<file path="config.mk">
export PLATFORM = sky130hd
export DESIGN_NAME = pic_core_stack_flat
export DESIGN_NICKNAME = d
export VERILOG_FILES = /design/src/rtl/pic_core_pkg.sv /design/src/rtl/pic_core_stack_if.sv /design/src/rtl/pic_call_stack.sv /design/src/rtl/pic_core_stack.sv /design/src/flat_wrapper.sv
export SDC_FILE = /design/constraint.sdc
export NUM_CORES = 1
export LEC_CHECK = 0
export CAP_MARGIN = 20
export CELL_PAD_IN_SITES_DETAIL_PLACEMENT = 0
export CELL_PAD_IN_SITES_GLOBAL_PLACEMENT = 1
export CORE_UTILIZATION = 56
export CTS_BUF_LIST = sky130_fd_sc_hd__clkbuf_4
export CTS_CLUSTER_SIZE = 8
export DETAILED_ROUTE_END_ITERATION = 8
export PLACE_DENSITY = 0.77
export SETUP_SLACK_MARGIN = 0.15
export SYNTH_ARGS = -nofsm -noshare
export SYNTH_HDL_FRONTEND = slang
export SYNTH_SLANG_ARGS = --single-unit
</file>
<file path="constraint.sdc">
create_clock -name clk -period 9.9 [get_ports clk]
set_input_delay 1.485 -clock clk [delete_from_list [all_inputs] [get_ports clk]]
set_output_delay 1.485 -clock clk [all_outputs]
set_load 0.05 [all_outputs]
</file>
<file path="src/rtl/pic_core_pkg.sv">
// pic_core_pkg: opcode constants, FSM/ALU enums and the 8-bit ALU shared by the core.
// Rev 1.0
`default_nettype none

package pic_core_pkg;

  localparam logic [5:0] OP_MOVLW  = 6'b110000;
  localparam logic [5:0] OP_ADDLW  = 6'b111110;
  localparam logic [5:0] OP_SUBLW  = 6'b111100;
  localparam logic [5:0] OP_ANDLW  = 6'b111001;
  localparam logic [5:0] OP_IORLW  = 6'b111000;
  localparam logic [5:0] OP_XORLW  = 6'b111010;
  localparam logic [5:0] OP_RETLW  = 6'b110100;
  localparam logic [5:0] OP_ADDWF  = 6'b000111;
  localparam logic [5:0] OP_ANDWF  = 6'b000101;
  localparam logic [5:0] OP_COMF   = 6'b001001;
  localparam logic [5:0] OP_DECF   = 6'b000011;
  localparam logic [5:0] OP_INCF   = 6'b001010;
  localparam logic [5:0] OP_MOVF   = 6'b001000;
  localparam logic [5:0] OP_DECFSZ = 6'b001011;
  localparam logic [5:0] OP_INCFSZ = 6'b001111;

  localparam logic [6:0]  OP7_CLRF    = 7'b0000011;
  localparam logic [6:0]  OP7_CLRW    = 7'b0000010;
  localparam logic [6:0]  OP7_MOVWF   = 7'b0000001;
  localparam logic [13:0] INSN_RETURN = 14'h0008;
  localparam logic [2:0]  OP3_GOTO    = 3'b101;
  localparam logic [2:0]  OP3_CALL    = 3'b100;

  typedef enum logic [1:0] {
    ST_FETCH = 2'd0,
    ST_EXEC  = 2'd1,
    ST_HALT  = 2'd2
  } state_t;

  typedef enum logic [3:0] {
    ALU_ADD, ALU_SUB, ALU_AND, ALU_IOR, ALU_XOR,
    ALU_PASS, ALU_INC, ALU_DEC, ALU_CLR, ALU_COM
  } alu_op_t;

  // Bit 8 carries C: carry-out for ADD, not-borrow for SUB (a - w).
  function automatic logic [8:0] alu_eval(alu_op_t op, logic [7:0] a, logic [7:0] w);
    logic [8:0] r;
    r = 9'd0;
    case (op)
      ALU_ADD: r = {1'b0, a} + {1'b0, w};
      ALU_SUB: begin
        r    = {1'b0, a} - {1'b0, w};
        r[8] = ~r[8];
      end
      ALU_AND: r = {1'b0, a & w};
      ALU_IOR: r = {1'b0, a | w};
      ALU_XOR: r = {1'b0, a ^ w};
      ALU_INC: r = {1'b0, a + 8'd1};
      ALU_DEC: r = {1'b0, a - 8'd1};
      ALU_CLR: r = 9'd0;
      ALU_COM: r = {1'b0, ~a};
      default: r = {1'b0, a};
    endcase
    return r;
  endfunction

endpackage

`default_nettype wire

</file>
<file path="src/rtl/pic_core_stack_if.sv">
// pic_core_stack_if: program-memory port and system output bus of the core.
// Rev 1.0
`default_nettype none

interface pic_core_stack_if #(parameter int PC_W = 11);
  logic [PC_W-1:0] imem_addr;
  logic [13:0]     imem_data;
  logic [7:0]      w_q_out;
  logic            status_z;
  logic            status_c;
  logic            retire;
  logic            stk_err;
  logic            halted;

  modport core (
    output imem_addr, w_q_out, status_z, status_c, retire, stk_err, halted,
    input  imem_data
  );

  modport sys (
    input  imem_addr, w_q_out, status_z, status_c, retire, stk_err, halted,
    output imem_data
  );
endinterface

`default_nettype wire

</file>
<file path="src/rtl/pic_call_stack.sv">
// pic_call_stack: return-address LIFO. PIC_CORE_STKERR_EN flags and blocks
// overflow/underflow; otherwise the pointer wraps mod STACK_DEPTH. Rev 1.0
`default_nettype none

module pic_call_stack #(
  parameter int STACK_DEPTH = 8,
  parameter int PC_W        = 11
) (
  input  logic            clk,
  input  logic            reset,
  input  logic            push,
  input  logic            pop,
  input  logic [PC_W-1:0] din,
  output logic [PC_W-1:0] dout,
  output logic            ovf,
  output logic            unf
);
  localparam int SP_W  = $clog2(STACK_DEPTH + 1);
  localparam int IDX_W = $clog2(STACK_DEPTH);

  logic [PC_W-1:0] r_mem [STACK_DEPTH];
  logic [SP_W-1:0] r_sp;
  logic [SP_W-1:0] w_sp_inc;
  logic [SP_W-1:0] w_sp_dec;
  logic            w_do_push;
  logic            w_do_pop;

`ifdef PIC_CORE_STKERR_EN
  localparam logic [SP_W-1:0] c_top = SP_W'(STACK_DEPTH);
  assign ovf      = push && (r_sp == c_top);
  assign unf      = pop && (r_sp == '0);
  assign w_sp_inc = r_sp + SP_W'(1);
  assign w_sp_dec = r_sp - SP_W'(1);
`else
  localparam logic [SP_W-1:0] c_last = SP_W'(STACK_DEPTH - 1);
  assign ovf      = 1'b0;
  assign unf      = 1'b0;
  assign w_sp_inc = (r_sp == c_last) ? '0 : r_sp + SP_W'(1);
  assign w_sp_dec = (r_sp == '0) ? c_last : r_sp - SP_W'(1);
`endif

  assign w_do_push = push && !ovf;
  assign w_do_pop  = pop && !unf;
  assign dout      = r_mem[w_sp_dec[IDX_W-1:0]];

  always_ff @(posedge clk or negedge reset) begin
    if (!reset) begin
      r_sp <= '0;
    end else if (w_do_push) begin
      r_sp <= w_sp_inc;
    end else if (w_do_pop) begin
      r_sp <= w_sp_dec;
    end
  end

  always_ff @(posedge clk) begin
    if (w_do_push) begin
      r_mem[r_sp[IDX_W-1:0]] <= din;
    end
  end

endmodule

`default_nettype wire

</file>
<file path="src/rtl/pic_core_stack.sv">
// pic_core_stack: two-state FETCH/EXEC 14-bit-instruction core with call stack.
// Optional PIC_CORE_STKERR_EN: stack faults set stk_err/halted and stop the core. Rev 1.0
`default_nettype none

module pic_core_stack
  import pic_core_pkg::*;
#(
  parameter int PC_W        = 11,
  parameter int RAM_AW      = 7,
  parameter int STACK_DEPTH = 8
) (
  input  logic                  clk,
  input  logic                  reset,
  pic_core_stack_if.core        pbus
);
  localparam int RAM_DEPTH = 2 ** RAM_AW;

  state_t          r_state;
  logic [PC_W-1:0] r_pc;
  logic [13:0]     r_ir;
  logic [7:0]      r_w;
  logic            r_z;
  logic            r_c;
  logic            r_retire;
  logic [7:0]      r_ram [RAM_DEPTH];

  logic [RAM_AW-1:0] w_f;
  logic [7:0]        w_fval;
  logic              w_d;
  alu_op_t           w_alu_op;
  logic [7:0]        w_opa;
  logic              w_wr_w, w_wr_f, w_upd_z, w_upd_c, w_skip_op;
  logic              w_push, w_pop, w_jump;
  logic [8:0]        w_alu;
  logic [7:0]        w_res;
  logic              w_exec, w_fault;
  logic [PC_W-1:0]   w_tgt, w_stk_dout;
  logic              w_ovf, w_unf;

  assign w_f    = r_ir[RAM_AW-1:0];
  assign w_d    = r_ir[7];
  assign w_fval = r_ram[w_f];
  assign w_tgt  = PC_W'(r_ir[10:0]);
  assign w_exec = (r_state == ST_EXEC);

  always_comb begin
    w_alu_op  = ALU_PASS;
    w_opa     = r_ir[7:0];
    w_wr_w    = 1'b0;
    w_wr_f    = 1'b0;
    w_upd_z   = 1'b0;
    w_upd_c   = 1'b0;
    w_skip_op = 1'b0;
    w_push    = 1'b0;
    w_pop     = 1'b0;
    w_jump    = 1'b0;
    if (r_ir[13:11] == OP3_GOTO) begin
      w_jump = 1'b1;
    end else if (r_ir[13:11] == OP3_CALL) begin
      w_jump = 1'b1;
      w_push = 1'b1;
    end else if (r_ir == INSN_RETURN) begin
      w_pop = 1'b1;
    end else if (r_ir[13:7] == OP7_MOVWF) begin
      w_opa  = r_w;
      w_wr_f = 1'b1;
    end else if (r_ir[13:7] == OP7_CLRW) begin
      w_alu_op = ALU_CLR; w_wr_w = 1'b1; w_upd_z = 1'b1;
    end else if (r_ir[13:7] == OP7_CLRF) begin
      w_alu_op = ALU_CLR; w_wr_f = 1'b1; w_upd_z = 1'b1;
    end else begin
      case (r_ir[13:8])
        OP_MOVLW: w_wr_w = 1'b1;
        OP_RETLW: begin w_wr_w = 1'b1; w_pop = 1'b1; end
        OP_ADDLW: begin w_alu_op = ALU_ADD; w_wr_w = 1'b1; w_upd_z = 1'b1; w_upd_c = 1'b1; end
        OP_SUBLW: begin w_alu_op = ALU_SUB; w_wr_w = 1'b1; w_upd_z = 1'b1; w_upd_c = 1'b1; end
        OP_ANDLW: begin w_alu_op = ALU_AND; w_wr_w = 1'b1; w_upd_z = 1'b1; end
        OP_IORLW: begin w_alu_op = ALU_IOR; w_wr_w = 1'b1; w_upd_z = 1'b1; end
        OP_XORLW: begin w_alu_op = ALU_XOR; w_wr_w = 1'b1; w_upd_z = 1'b1; end
        // File ops: operand is RAM[f], d selects W (0) or RAM[f] (1) as destination.
        OP_ADDWF: begin w_alu_op = ALU_ADD; w_opa = w_fval; w_wr_w = !w_d; w_wr_f = w_d; w_upd_z = 1'b1; w_upd_c = 1'b1; end
        OP_ANDWF: begin w_alu_op = ALU_AND; w_opa = w_fval; w_wr_w = !w_d; w_wr_f = w_d; w_upd_z = 1'b1; end
        OP_COMF:  begin w_alu_op = ALU_COM; w_opa = w_fval; w_wr_w = !w_d; w_wr_f = w_d; w_upd_z = 1'b1; end
        OP_DECF:  begin w_alu_op = ALU_DEC; w_opa = w_fval; w_wr_w = !w_d; w_wr_f = w_d; w_upd_z = 1'b1; end
        OP_INCF:  begin w_alu_op = ALU_INC; w_opa = w_fval; w_wr_w = !w_d; w_wr_f = w_d; w_upd_z = 1'b1; end
        OP_MOVF:  begin w_alu_op = ALU_PASS; w_opa = w_fval; w_wr_w = !w_d; w_wr_f = w_d; w_upd_z = 1'b1; end
        OP_DECFSZ: begin w_alu_op = ALU_DEC; w_opa = w_fval; w_wr_w = !w_d; w_wr_f = w_d; w_skip_op = 1'b1; end
        OP_INCFSZ: begin w_alu_op = ALU_INC; w_opa = w_fval; w_wr_w = !w_d; w_wr_f = w_d; w_skip_op = 1'b1; end
        default: ;
      endcase
    end
  end

  assign w_alu   = alu_eval(w_alu_op, w_opa, r_w);
  assign w_res   = w_alu[7:0];
  assign w_fault = w_ovf | w_unf;

  pic_call_stack #(
    .STACK_DEPTH (STACK_DEPTH),
    .PC_W        (PC_W)
  ) u_stack (
    .clk   (clk),
    .reset (reset),
    .push  (w_exec && w_push),
    .pop   (w_exec && w_pop),
    .din   (r_pc),
    .dout  (w_stk_dout),
    .ovf   (w_ovf),
    .unf   (w_unf)
  );

`ifdef PIC_CORE_STKERR_EN
  logic r_stk_err;
  logic r_halted;
  always_ff @(posedge clk or negedge reset) begin
    if (!reset) begin
      r_stk_err <= 1'b0;
      r_halted  <= 1'b0;
    end else if (w_exec && w_fault) begin
      r_stk_err <= 1'b1;
      r_halted  <= 1'b1;
    end
  end
  assign pbus.stk_err = r_stk_err;
  assign pbus.halted  = r_halted;
`else
  assign pbus.stk_err = 1'b0;
  assign pbus.halted  = 1'b0;
`endif

  always_ff @(posedge clk or negedge reset) begin
    if (!reset) begin
      r_state  <= ST_FETCH;
      r_pc     <= '0;
      r_ir     <= '0;
      r_w      <= '0;
      r_z      <= 1'b0;
      r_c      <= 1'b0;
      r_retire <= 1'b0;
    end else begin
      case (r_state)
        ST_FETCH: begin
          r_ir     <= pbus.imem_data;
          r_pc     <= r_pc + PC_W'(1);
          r_retire <= 1'b1;
          r_state  <= ST_EXEC;
        end
        ST_EXEC: begin
          r_retire <= 1'b0;
          r_state  <= ST_FETCH;
          if (!w_fault) begin
            if (w_wr_w)  r_w <= w_res;
            if (w_upd_z) r_z <= (w_res == 8'd0);
            if (w_upd_c) r_c <= w_alu[8];
            if (w_jump)
              r_pc <= w_tgt;
            else if (w_pop)
              r_pc <= w_stk_dout;
            else if (w_skip_op && (w_res == 8'd0))
              r_pc <= r_pc + PC_W'(1);
          end
`ifdef PIC_CORE_STKERR_EN
          if (w_fault) r_state <= ST_HALT;
`endif
        end
        ST_HALT: r_retire <= 1'b0;
        default: begin
          r_retire <= 1'b0;
          r_state  <= ST_FETCH;
        end
      endcase
    end
  end

  // State is forced to FETCH by reset, so an aborted EXEC never writes RAM.
  always_ff @(posedge clk) begin
    if (w_exec && !w_fault && w_wr_f) begin
      r_ram[w_f] <= w_res;
    end
  end

  assign pbus.imem_addr = r_pc;
  assign pbus.w_q_out   = r_w;
  assign pbus.status_z  = r_z;
  assign pbus.status_c  = r_c;
  assign pbus.retire    = r_retire;

endmodule

`default_nettype wire

</file>
<file path="src/flat_wrapper.sv">
// flat-port wrapper written by rule: the top's interface ports become plain ports
module pic_core_stack_flat import pic_core_pkg::*;
#(
  parameter int PC_W        = 11,
  parameter int RAM_AW      = 7,
  parameter int STACK_DEPTH = 8
)
  (clk, reset, pbus_imem_addr, pbus_w_q_out, pbus_status_z, pbus_status_c, pbus_retire, pbus_stk_err, pbus_halted, pbus_imem_data);
  pic_core_stack_if #(.PC_W(PC_W)) pbus_i ();
  input  logic clk;
  input  logic reset;
  output wire logic [$bits(pbus_i.imem_addr)-1:0] pbus_imem_addr;
  output wire logic [$bits(pbus_i.w_q_out)-1:0] pbus_w_q_out;
  output wire logic [$bits(pbus_i.status_z)-1:0] pbus_status_z;
  output wire logic [$bits(pbus_i.status_c)-1:0] pbus_status_c;
  output wire logic [$bits(pbus_i.retire)-1:0] pbus_retire;
  output wire logic [$bits(pbus_i.stk_err)-1:0] pbus_stk_err;
  output wire logic [$bits(pbus_i.halted)-1:0] pbus_halted;
  input wire logic [$bits(pbus_i.imem_data)-1:0] pbus_imem_data;
  assign pbus_imem_addr = pbus_i.imem_addr;
  assign pbus_w_q_out = pbus_i.w_q_out;
  assign pbus_status_z = pbus_i.status_z;
  assign pbus_status_c = pbus_i.status_c;
  assign pbus_retire = pbus_i.retire;
  assign pbus_stk_err = pbus_i.stk_err;
  assign pbus_halted = pbus_i.halted;
  assign pbus_i.imem_data = pbus_imem_data;
  pic_core_stack #(.PC_W(PC_W), .RAM_AW(RAM_AW), .STACK_DEPTH(STACK_DEPTH)) u_core (.clk(clk), .reset(reset), .pbus(pbus_i));
endmodule
</file>
==> run_summary.xml, run 1 <==
<?xml version="1.0" encoding="UTF-8"?>
<metrics>
  <group name="clocking">
    <metric name="ctsHtreeMaxLevel" unit="">5</metric>
    <metric name="clockBufferDepth" unit="">4</metric>
    <metric name="tritoncts" unit="">done</metric>
    <metric name="clock-root-buffer" unit="">sky130_fd_sc_hd__clkbuf_4</metric>
    <metric name="clkTransAtPathRegs" unit="ns">0.06</metric>
    <metric name="hold_buffers" unit="">0</metric>
    <metric name="worst_skew_pair.late_latency" unit="ns">1.21</metric>
    <metric name="post_cts.resized_instances" unit="">0</metric>
    <metric name="inserted_clock_buffers" unit="">307</metric>
    <metric name="postCtsSetupBuffers" unit="">0</metric>
    <metric name="cts.sink_count" unit="">1152</metric>
  </group>
  <group name="power_and_ir_drop">
    <metric name="p_per_area" unit="nW/um^2">208</metric>
    <metric name="worst_ir_drop_vdd" unit="uV">137</metric>
    <metric name="power.leakage" unit="nW">17.7</metric>
  </group>
  <group name="timing">
    <metric name="rsz0062_at_grt" unit="">no</metric>
    <metric name="hold_viol_final" unit="">0</metric>
    <metric name="worst_pin_slew" unit="ns">1.15</metric>
    <metric name="whs" unit="ns">0.165</metric>
    <metric name="finalMaxSlewViolations" unit="">0</metric>
    <metric name="final_period_minus_worst_setup_slack" unit="ns">7.97</metric>
    <metric name="setup_viol" unit="">0</metric>
    <metric name="layout_skew" unit="ns">0.0973</metric>
    <metric name="period_share" unit="">0.806</metric>
    <metric name="fin_setup_tns" unit="ns">0</metric>
    <metric name="slew_headroom" unit="">0.229</metric>
    <metric name="maxClockFrequency" unit="MHz">125</metric>
  </group>
  <group name="final_layout">
    <metric name="fin_area" unit="sq um">53200</metric>
    <metric name="multi_input_comb_area" unit="sq um">12500</metric>
    <metric name="number_of_standard_cells_in_the_layout_taps_in_and_fillers_out" unit="">4466</metric>
    <metric name="drive_gt1_frac" unit="">0.228</metric>
    <metric name="nNetsFinal" unit="">3193</metric>
    <metric name="area_delta_synth_final" unit="%">10.9</metric>
    <metric name="register_area" unit="sq um">34400</metric>
    <metric name="fill_cells" unit="">6103</metric>
  </group>
  <group name="routing">
    <metric name="remaining_drc_errors" unit="">0</metric>
    <metric name="ant_nets" unit="">0</metric>
    <metric name="first_pass_iters" unit="">5</metric>
    <metric name="routed_wire_length_per_instance" unit="microns">32.0</metric>
    <metric name="wirelength" unit="microns">143000</metric>
    <metric name="vias" unit="">30200</metric>
    <metric name="drt-vias-per-instance" unit="">6.77</metric>
    <metric name="drt_iter0_drc" unit="">4394</metric>
  </group>
  <group name="setup_path">
    <metric name="crit_path_end_kind" unit="">flop</metric>
    <metric name="crit_path_cell_trace" unit="">buf_4 &gt; mux4_2 &gt; nand2_1 &gt; a21oi_1 &gt; nor4_1 &gt; nor4b_1 &gt; a21oi_1 &gt; o32ai_4 &gt; inv_1 &gt; ha_1 &gt; a21oi_1 &gt; xnor2_1 &gt; a221oi_1 &gt; o21ai_0 &gt; nor2_1 &gt; a21oi_4 &gt; buf_4</metric>
    <metric name="crit_path_max_incr_delay" unit="ns">0.95</metric>
    <metric name="cp.depth" unit="">17</metric>
    <metric name="critPathRequiredTime" unit="ns">10.67</metric>
    <metric name="path_class" unit="">reg2reg</metric>
    <metric name="critPathMostFrequentCell" unit="">sky130_fd_sc_hd__a21oi_1</metric>
    <metric name="slowest_stage" unit="">sky130_fd_sc_hd__dfrtp_4</metric>
    <metric name="crit_buf_inv" unit="">3</metric>
    <metric name="crit_startpoint" unit="">u_core.r_ir[0]</metric>
    <metric name="ff2ff_path_depth" unit="">17</metric>
    <metric name="cp.arrival" unit="ns">8.74</metric>
    <metric name="path_delay_family" unit="">compound AO/OA/AOI/OAI gates</metric>
    <metric name="worstReg2RegStart" unit="">u_core.r_ir[0]</metric>
    <metric name="crit_path_max_fanout" unit="">96</metric>
    <metric name="cp-start-kind" unit="">flop</metric>
  </group>
  <group name="yosys">
    <metric name="netlist_instances" unit="">2893</metric>
    <metric name="synth-warning-count" unit="">0</metric>
    <metric name="synth_sequential_area_ratio" unit="">0.717</metric>
    <metric name="mappedNetlistArea" unit="sq um">48000</metric>
    <metric name="synth_area_per_cell" unit="sq um">16.6</metric>
    <metric name="post_synth_num_cell_types" unit="">104</metric>
    <metric name="synth_enable_flop_cells" unit="">1112</metric>
    <metric name="primary_ff_master_synth" unit="">sky130_fd_sc_hd__edfxtp_1</metric>
    <metric name="yosys_register_bits" unit="">1152</metric>
    <metric name="postSynth.asyncResetShare" unit="">0.0347</metric>
  </group>
  <group name="global_routing">
    <metric name="antenna_violations_before_repair" unit="">4</metric>
    <metric name="pin_count_of_the_biggest_net_entering_global_routing" unit="">130</metric>
    <metric name="grt_pass1_vias" unit="">29900</metric>
    <metric name="grt_first_pass_wirelength" unit="microns">205000</metric>
    <metric name="overflow" unit="">0</metric>
    <metric name="global_route_usage_sum" unit="">0.334</metric>
  </group>
  <group name="placement">
    <metric name="dp_cells" unit="">3960</metric>
    <metric name="dpl_cell_area" unit="sq um">49600</metric>
    <metric name="dp_hpwl" unit="microns">88200</metric>
    <metric name="io_buffer_count" unit="">37</metric>
    <metric name="gp_congestion" unit="">0.948</metric>
  </group>
  <group name="outcome">
    <metric name="run_status" unit="">finished, final reports clean</metric>
  </group>
  <group name="floorplan">
    <metric name="placement_rows" unit="">106</metric>
    <metric name="core" unit="sq um">84200</metric>
    <metric name="floorplan.die_area" unit="sq um">86800</metric>
    <metric name="start_util" unit="">0.569</metric>
    <metric name="die_y" unit="microns">295</metric>
    <metric name="die-width" unit="microns">295</metric>
    <metric name="top_level_ports" unit="">40</metric>
  </group>
  <group name="run">
    <metric name="cap_viol_max_count" unit="">0</metric>
  </group>
  <group name="worst_hold_path">
    <metric name="worstHoldPathType" unit="">in2async</metric>
  </group>
</metrics>
## final timing paths
| kind | end | slack [ns] |
|---|---|---|
| hold reg to reg | u_core.pbus.status_c | 0.50 |
| hold / removal | u_core.pbus.w_q_out[1] | 0.16 |
| max in group asynchronous | u_core.r_ir[1] | 9.22 |
| setup / recovery | u_core.r_ram[7][4] | 1.93 |
| min in group clk | u_core.pbus.status_c | 0.50 |
| setup reg to reg | u_core.r_ram[7][4] | 1.93 |
## cell usage in the layout (no fill, tap or decap), types with 78 or more instances in the layout
cell | synthesis | routed
sky130_fd_sc_hd__a22oi_1 | 78 | 78
sky130_fd_sc_hd__a21oi_1 | 94 | 89
sky130_fd_sc_hd__buf_4 | 22 | 81
sky130_fd_sc_hd__a221oi_1 | 86 | 86
sky130_fd_sc_hd__nor2_1 | 199 | 197
sky130_fd_sc_hd__mux4_2 | 92 | 92
sky130_fd_sc_hd__edfxtp_1 | 1112 | 1112
sky130_fd_sc_hd__clkbuf_4 | 0 | 425
sky130_fd_sc_hd__nand2_1 | 106 | 104
sky130_fd_sc_hd__mux2i_1 | 126 | 126
## cell usage after synthesis (all sizes together) (7+ instances only)
| cell type | n | share of area |
|---|---|---|
| nor3b | 10 | 0.0016 |
| and2 | 12 | 0.0016 |
| clkbuf | 90 | 0.0070 |
| inv | 45 | 0.0035 |
| mux4 | 92 | 0.043 |
| nand4 | 9 | 0.0012 |
| xor2 | 8 | 0.0015 |
| o21bai | 10 | 0.0016 |
| and3 | 12 | 0.0016 |
| nor3 | 14 | 0.0018 |
| nand3 | 31 | 0.0035 |
| nor2b | 19 | 0.0025 |
| o211ai | 9 | 0.0014 |
| o32ai | 11 | 0.0024 |
| o31ai | 11 | 0.0018 |
| dfrtp | 40 | 0.021 |
| a31oi | 22 | 0.0030 |
| nand2b | 18 | 0.0025 |
| o2111ai | 10 | 0.0018 |
| ha | 34 | 0.0089 |
| a211oi | 17 | 0.0030 |
| nor2 | 200 | 0.016 |
| a21oi | 94 | 0.0098 |
| and3b | 7 | 0.0013 |
| o2bb2ai | 11 | 0.0020 |
| o221ai | 8 | 0.0015 |
| a221oi | 86 | 0.016 |
| mux2i | 126 | 0.026 |
| o21ai | 75 | 0.0078 |
| edfxtp | 1112 | 0.70 |
| a22oi | 78 | 0.012 |
| a221o | 40 | 0.0083 |
| a22o | 28 | 0.0051 |
| mux2 | 124 | 0.029 |
| nand2 | 107 | 0.0084 |
| buf | 104 | 0.014 |
| o22ai | 55 | 0.0072 |
| nor4 | 8 | 0.0012 |
| o22a | 10 | 0.0018 |
## cell type report
cell class,count,share of cell area
flip-flops and latches,1152,0.647
multi-input cells,1503,0.236
clock buffers,425,0.0600
well taps,1134,0.0267
repair buffers,131,0.0215
clock inverters,66,0.00553
inverters,45,0.00318
diodes,10,0.000471
## worst reg2reg max path: stages, from the launching register on
cell and delay [ns]:
sky130_fd_sc_hd__dfrtp_4 0.95, sky130_fd_sc_hd__buf_4 0.65, sky130_fd_sc_hd__mux4_2 0.60, sky130_fd_sc_hd__nand2_1 0.09, sky130_fd_sc_hd__a21oi_1 0.14, sky130_fd_sc_hd__nor4_1 0.94, sky130_fd_sc_hd__nor4b_1 0.43, sky130_fd_sc_hd__a21oi_1 0.25
sky130_fd_sc_hd__o32ai_4 0.41, sky130_fd_sc_hd__inv_1 0.14, sky130_fd_sc_hd__ha_1 0.39, sky130_fd_sc_hd__a21oi_1 0.24, sky130_fd_sc_hd__xnor2_1 0.17, sky130_fd_sc_hd__a221oi_1 0.15, sky130_fd_sc_hd__o21ai_0 0.12, sky130_fd_sc_hd__nor2_1 0.09
sky130_fd_sc_hd__a21oi_4 0.77, sky130_fd_sc_hd__buf_4 0.88
## power breakdown
part | internal (mW) | leakage, nW | switching (mW)
Sequential | 5.59 | 10.5 | 0.143
Combinational | 0.480 | 5.12 | 0.969
Clock | 1.99 | 2.10 | 1.89
Total | 8.06 | 17.7 | 3.00
## cells by family after synthesis
kind of cell / count (synthesis) / synth area share
flip-flops: 1152 / 0.717
AO/OA/AOI/OAI: 625 / 0.0969
AND/OR/NAND/NOR: 483 / 0.0495
multiplexers: 342 / 0.0988
buffers and inverters: 239 / 0.0249
adder cells (fa/ha/maj): 37 / 0.0101
XOR/XNOR: 14 / 0.00256
other: 1 / 0.0000782
## per-layer routing
metal,track usage,share of wire
met5,0,0.000091
met2,0.499,0.46
met4,0.186,0.056
met1,0.446,0.37
met3,0.0894,0.12
## state kept, by name (all words and copies together), names as in the netlist
name	count
u_core.r_ir	14
u_core.pbus.status_z	1
u_core.pbus.imem_addr	11
u_core.pbus.w_q_out	8
u_core.pbus.status_c	1
u_core.u_stack.r_mem	88
u_core.r_state	1
u_core.r_ram	1024
u_core.u_stack.r_sp	4
## per-stage QoR
step / setup WS [ns] / power, mW / util
2_1_floorplan: 1.73 / 6.72 / -
3_3_place_gp: 2.19 / 7.23 / 0.589
3_5_place_dp: 2.01 / 7.27 / 0.589
4_1_cts: 1.97 / 11.1 / 0.631
5_1_grt: 1.80 / 11.4 / 0.632
6_report: 1.93 / 11.1 / 0.632
(Power assumes the default switching activity.)
==> run 2: changes to the inputs <==
==> constraint.sdc (replaced) <==
create_clock -name clk -period 7.5 [get_ports clk]
set_input_delay 1.125 -clock clk [delete_from_list [all_inputs] [get_ports clk]]
set_output_delay 1.125 -clock clk [all_outputs]
set_load 0.05 [all_outputs]
==> run_summary.xml, run 2 (synthesis gave the netlist of run 1 again) <==
<?xml version="1.0" encoding="UTF-8"?>
<metrics>
  <group name="clocking">
    <metric name="clockBufferDepth" unit="">4</metric>
    <metric name="worst_skew_pair.late_latency" unit="ns">1.19</metric>
    <metric name="post_cts.resized_instances" unit="">0</metric>
    <metric name="tritoncts" unit="">done</metric>
    <metric name="ctsHtreeMaxLevel" unit="">5</metric>
    <metric name="hold_buffers" unit="">0</metric>
    <metric name="inserted_clock_buffers" unit="">307</metric>
    <metric name="cts.sink_count" unit="">1152</metric>
    <metric name="clock-root-buffer" unit="">sky130_fd_sc_hd__clkbuf_4</metric>
    <metric name="postCtsSetupBuffers" unit="">0</metric>
    <metric name="clkTransAtPathRegs" unit="ns">0.06</metric>
  </group>
  <group name="power_and_ir_drop">
    <metric name="p_per_area" unit="nW/um^2">274</metric>
    <metric name="power.leakage" unit="nW">18.2</metric>
    <metric name="worst_ir_drop_vdd" unit="uV">229</metric>
  </group>
  <group name="global_routing">
    <metric name="grt_first_pass_wirelength" unit="microns">207000</metric>
    <metric name="pin_count_of_the_biggest_net_entering_global_routing" unit="">130</metric>
    <metric name="grt_pass1_vias" unit="">29900</metric>
    <metric name="overflow" unit="">0</metric>
    <metric name="antenna_violations_before_repair" unit="">4</metric>
    <metric name="global_route_usage_sum" unit="">0.337</metric>
  </group>
  <group name="floorplan">
    <metric name="top_level_ports" unit="">40</metric>
    <metric name="core" unit="sq um">84200</metric>
    <metric name="die_y" unit="microns">295</metric>
    <metric name="start_util" unit="">0.569</metric>
    <metric name="die-width" unit="microns">295</metric>
    <metric name="floorplan.die_area" unit="sq um">86800</metric>
    <metric name="placement_rows" unit="">106</metric>
  </group>
  <group name="setup_path">
    <metric name="crit_path_end_kind" unit="">flop</metric>
    <metric name="cp.arrival" unit="ns">7.89</metric>
    <metric name="path_class" unit="">reg2reg</metric>
    <metric name="r2r_setup_slk" unit="ns">0.60</metric>
    <metric name="rr_endpoint" unit="">u_core.pbus.imem_addr[9]</metric>
    <metric name="crit_path_max_fanout" unit="">35</metric>
    <metric name="ff2ff_path_depth" unit="">22</metric>
    <metric name="cp-start-kind" unit="">flop</metric>
    <metric name="critPathRequiredTime" unit="ns">8.49</metric>
    <metric name="worstReg2RegStart" unit="">u_core.r_ir[0]</metric>
  </group>
  <group name="final_layout">
    <metric name="mostFrequentLayoutCell" unit="">sky130_fd_sc_hd__edfxtp_1</metric>
    <metric name="fill_cells" unit="">6112</metric>
    <metric name="mostFrequentLayoutCells" unit="">sky130_fd_sc_hd__edfxtp_1, sky130_fd_sc_hd__clkbuf_4, sky130_fd_sc_hd__nor2_1, sky130_fd_sc_hd__buf_4, sky130_fd_sc_hd__mux2i_1</metric>
    <metric name="nNetsFinal" unit="">3262</metric>
    <metric name="largest_register_ffs" unit="">1024</metric>
    <metric name="drive_gt1_frac" unit="">0.245</metric>
    <metric name="final_util" unit="">0.642</metric>
    <metric name="largest-register" unit="">u_core.r_ram</metric>
    <metric name="fin_area" unit="sq um">54000</metric>
    <metric name="area_delta_synth_final" unit="%">12.7</metric>
  </group>
  <group name="placement">
    <metric name="gp_congestion" unit="">0.935</metric>
    <metric name="dpl_cell_area" unit="sq um">50400</metric>
    <metric name="io_buffer_count" unit="">37</metric>
    <metric name="dp_hpwl" unit="microns">90600</metric>
  </group>
  <group name="routing">
    <metric name="first_pass_iters" unit="">5</metric>
    <metric name="ant_nets" unit="">0</metric>
    <metric name="wirelength" unit="microns">145000</metric>
    <metric name="remaining_drc_errors" unit="">0</metric>
    <metric name="vias" unit="">30300</metric>
    <metric name="drt-vias-per-instance" unit="">6.66</metric>
    <metric name="routed_wire_length_per_instance" unit="microns">31.9</metric>
    <metric name="drt_iter0_drc" unit="">4153</metric>
  </group>
  <group name="timing">
    <metric name="final_period_minus_worst_setup_slack" unit="ns">6.90</metric>
    <metric name="rsz0062_at_grt" unit="">no</metric>
    <metric name="layout_skew" unit="ns">0.119</metric>
    <metric name="setup_viol" unit="">0</metric>
    <metric name="slew_headroom" unit="">0.184</metric>
    <metric name="hold_viol_final" unit="">0</metric>
    <metric name="worst_pin_slew" unit="ns">1.22</metric>
    <metric name="maxClockFrequency" unit="MHz">145</metric>
    <metric name="period_share" unit="">0.920</metric>
    <metric name="fin_setup_tns" unit="ns">0</metric>
    <metric name="whs" unit="ns">0.106</metric>
    <metric name="finalMaxSlewViolations" unit="">0</metric>
  </group>
  <group name="worst_hold_path">
    <metric name="worstHoldPathType" unit="">in2async</metric>
  </group>
  <group name="run">
    <metric name="cap_viol_max_count" unit="">0</metric>
  </group>
  <group name="outcome">
    <metric name="run_status" unit="">finished, final reports clean</metric>
  </group>
</metrics>
[run 2: worst max-delay path by stage]
stage | from | endpoint | cells past startpoint
2_1_floorplan | u_core.r_ir[0] | u_core.pbus.imem_addr[10] | 16
3_3_place_gp | u_core.r_ir[0] | u_core.pbus.imem_addr[7] | 22
3_5_place_dp | u_core.r_ir[0] | u_core.pbus.imem_addr[8] | 22
4_1_cts | u_core.r_ir[0] | u_core.pbus.imem_addr[9] | 22
5_1_grt | u_core.r_ir[0] | u_core.pbus.imem_addr[6] | 22
6_report | u_core.r_ir[0] | u_core.pbus.imem_addr[9] | 22
[run 2: power by group]
part / switching [mW] / internal (mW) / leakage [nW]
clock network: 2.49 / 2.75 / 2.17
logic: 1.30 / 0.691 / 5.52
registers: 0.190 / 7.37 / 10.5
[run 2: per-layer routing]
layer	track usage	wire [microns]
met4	0.166	7180
met2	0.513	66100
met5	0	0
met1	0.448	54800
met3	0.0940	16800
[run 2: through the flow]
stage	cells	total power [mW]	worst slack, ns
after floorplan	2894	8.86	0.315
after global placement	4027	9.61	0.788
after detailed placement	4031	9.67	0.742
after CTS	4538	14.8	0.671
after global routing	4546	15.3	0.362
final	4549	14.8	0.600
[run 2: area by class of cell]
class	count	area [sq um]	share of cell area
Antenna cell	8	20.0	0.000370
Inverter	45	169	0.00313
Clock buffer	433	3250	0.0602
Tap cell	1134	1420	0.0263
Multi-Input combinational cell	1503	12500	0.232
Sequential cell	1152	34400	0.637
Timing Repair Buffer	200	1870	0.0345
Clock inverter	74	372	0.00688
[run 2: worst max-delay path, cell delays in order, from the launching register on]
cell and delay, ns:
sky130_fd_sc_hd__dfrtp_4 0.89, sky130_fd_sc_hd__buf_12 0.33, sky130_fd_sc_hd__mux4_2 0.52, sky130_fd_sc_hd__mux2i_1 0.37, sky130_fd_sc_hd__o22ai_1 0.16, sky130_fd_sc_hd__nor4_1 0.47, sky130_fd_sc_hd__nor4b_1 0.42, sky130_fd_sc_hd__a21oi_1 0.16
sky130_fd_sc_hd__buf_4 0.18, sky130_fd_sc_hd__o32ai_4 0.32, sky130_fd_sc_hd__inv_1 0.14, sky130_fd_sc_hd__ha_1 0.41, sky130_fd_sc_hd__inv_1 0.06, sky130_fd_sc_hd__o21bai_1 0.16, sky130_fd_sc_hd__a21oi_1 0.13, sky130_fd_sc_hd__and3_1 0.19
sky130_fd_sc_hd__o21ai_0 0.20, sky130_fd_sc_hd__nand4_1 0.15, sky130_fd_sc_hd__o32a_4 0.41, sky130_fd_sc_hd__nor3_4 0.27, sky130_fd_sc_hd__nand4b_4 0.22, sky130_fd_sc_hd__nand3_4 0.20, sky130_fd_sc_hd__mux2_1 0.34
==> RTL edit (flow settings as in run 1) <==
Encoding of `state_t`: now one-hot (3 bits for 3 states).
--- a/src/rtl/pic_core_pkg.sv
+++ b/src/rtl/pic_core_pkg.sv
@@ -27,10 +27,10 @@
   localparam logic [2:0]  OP3_GOTO    = 3'b101;
   localparam logic [2:0]  OP3_CALL    = 3'b100;
 
-  typedef enum logic [1:0] {
-    ST_FETCH = 2'd0,
-    ST_EXEC  = 2'd1,
-    ST_HALT  = 2'd2
+  typedef enum logic [2:0] {
+    ST_FETCH = 3'b001,
+    ST_EXEC  = 3'b010,
+    ST_HALT  = 3'b100
   } state_t;
 
   typedef enum logic [3:0] {
Function: same outputs for any inputs over 4 cycles, from zero or initial values and one cycle with reset low; so few cycles prove little.
==> RTL edit against run 1 <==
First-iteration DRC count shrank 6.8%. Non-clock buffer count up 2. Worst setup slack worse by 550 ps. Power rose by 1.4%. Area after synthesis rose by 0.15%. Sequential cell count rose by 1. Sequential share of layout area decreased by 0.20 points. Design area up 0.39%. Routed wire length up 0.53%. Synthesized cell count rose by 2.1%.
==> RTL edit: results (changes against run 1) <==
| Metric | Value |
|---|---|
| Status | `finished, final reports clean` |
| Synth top cells by count | `edfxtp_1, nor2_1, nand2_1, mux2i_1, a221oi_1` |
| Synth area leaders | `edfxtp_1, mux4_2, mux2i_1` |
| Clock latency on the worst-skew pair | `1200 ps` |
| First-pass GRT wire length | `206000 um (+0.33%)` |
| CP max stage delay | `1070 ps (+120 ps)` |
| # nets final | `3249 (+1.8%)` |
| Initial DRC Count | `4096 (-6.8%)` |
| DR WL/cell | `31.63 um (-1.1%)` |
| Unique masters post-synth | `95 (-8.7%)` |
| Crit-path slowest cell | `dfrtp_4` |
| WHS | `423.0 ps (+258.1 ps)` |
| Worst Path Arrival | `9260 ps (+520 ps)` |
| Post-synth EDFFs | `1112 (unchanged)` |
| Clock-pin slew on the worst setup and hold paths | `80 ps (+20 ps)` |
| Postcts setup bufs | `0 (unchanged)` |
| Global router's overall resource usage | `33.36% (about the same)` |
| Most flops, register | `u_core.r_ram` |
| Largest register FFs | `1024 (unchanged)` |
| YS warnings | `0 (unchanged)` |
| Post-Place Worst Slack | `1725 ps (-284.8 ps)` |
| Dpl hpwl | `89550 um (+1.6%)` |
| Port buffer count | `37 (unchanged)` |
| Setup ws final | `1377 ps (-548.0 ps)` |
| Number of global-route vias before repair | `29.92k (+0.0067%)` |
| Max rail drop VDD | `0.1835 mV (+34%)` |
| Number of cells produced by synthesis | `2955 (+2.1%)` |
| DRT Pass-1 Iters | `6 (+1)` |
| Via density per instance | `6.715 (-0.85%)` |
| CTS H-tree lvls | `5 (unchanged)` |
| Layout Cells excl Fill | `4538 (+1.6%)` |
| Post-Place Cells | `4030 (+1.8%)` |
| Placed standard-cell area | `49720 sq um (+0.20%)` |
| Placer Congestion | `0.9527 (+0.50%)` |
| Leak Pwr | `17.70 nW (about the same)` |
| Clk buf depth | `4 (unchanged)` |
| Worst hold path type | `input pin to async pin` |
| Synth async-reset ratio | `3.556% (+0.084 points)` |
| Largest net degree at the start of global routing | `100 (-23%)` |
| Initial antenna violation count | `4 (unchanged)` |
| FP Rows | `107 (+0.94%)` |
| Worst-path fanout max | `81 (-16%)` |
| Max-Slew Margin vs Limit | `9.772% (-13 points)` |
| Cts repair resizes | `0 (unchanged)` |
| CTS Buf Count | `305 (-0.65%)` |
| Share of layout cells above drive strength 1 | `23.86% (+1.1 points)` |
| CTS root buf | `clkbuf_4` |
| Clock skew | `109.7 ps (+12.37 ps)` |
| Seq/Total Area, Yosys | `71.66% (about the same)` |
RTL edit: cell count changes in the layout (fill, tap and decap cells not counted), moves of 14 or more:
cell / before / now
nand2_1: 104 / 127
mux2_1: 48 / 2
a221o_1: 40 / 14
a22oi_1: 78 / 62
clkbuf_4: 425 / 439
clkinv_1: 52 / 38
mux2_2: 74 / 100
a221oi_1: 86 / 114
o221ai_1: 8 / 23
nor2_1: 197 / 222
RTL edit: cells by family (layout without fill, tap and decap cells):
logic type,Yosys count,after routing,synth area share [%]
AO/OA/AOI/OAI,632,632,9.586
XOR/XNOR,6,6,0.1094
adder cells (fa/ha/maj),39,39,1.063
buffers and inverters,251,681,2.618
flip-flops,1153,1153,71.66
multiplexers,326,326,9.571
other,1,10,0.007807
AND/OR/NAND/NOR,547,547,5.385
RTL edit: per-layer routing:
| layer | up-vias | routed length, um | track usage, % |
|---|---|---|---|
| li1 | 12550 | - | - |
| met1 | 15300 | 54280 | 45.45 |
| met2 | 2219 | 66110 | 50.55 |
| met3 | 407 | 17310 | 9.321 |
| met4 | 2 | 5841 | 14.33 |
| met5 | - | 13 | 0 |
RTL edit: cell type report:
class | instances | area [sq um]
Multi-Input combinational cell | 1552 | 12480
Tap cell | 1144 | 1431
Inverter | 49 | 185.2
Antenna cell | 8 | 20.02
Sequential cell | 1153 | 34430
Timing Repair Buffer | 133 | 1196
Clock inverter | 60 | 347.8
Fill cell | 6256 | 31620
Clock buffer | 439 | 3296
RTL edit: power by group:
group	switching [mW]	internal, mW	leakage [nW]
clock network	1.90	2.13	2.20
registers	0.137	5.60	10.5
logic	0.960	0.488	5.02
total	3.00	8.21	17.7
RTL edit: final timing paths:
| path | start | end | cells after the start |
|---|---|---|---|
| worst min register to register | u_core.pbus.status_c$_DFFE_PN0P_ | u_core.pbus.status_c$_DFFE_PN0P_ | 1 |
| worst max register to register | u_core.r_ir[1]$_DFFE_PN0P_ | u_core.r_ram[16][7]$_DFFE_PP_ | 20 |
| worst min-delay path | reset | u_core.pbus.w_q_out[6]$_DFFE_PN0P_ | 2 |
| max in group asynchronous | reset | u_core.r_ir[1]$_DFFE_PN0P_ | 2 |
| worst max-delay path | u_core.r_ir[1]$_DFFE_PN0P_ | u_core.r_ram[16][7]$_DFFE_PP_ | 20 |
| min in group clk | u_core.pbus.status_c$_DFFE_PN0P_ | u_core.pbus.status_c$_DFFE_PN0P_ | 1 |
RTL edit: critical path: cells and delay by family, from the launching register on:
kind                       cells  cell delay [ps]
AOI/OAI and AO/OA              9             2670
adders and majority gates      1              310
buffers and inverters          4              940
DFF                            1             1070
and+or+nand+nor                6             2890
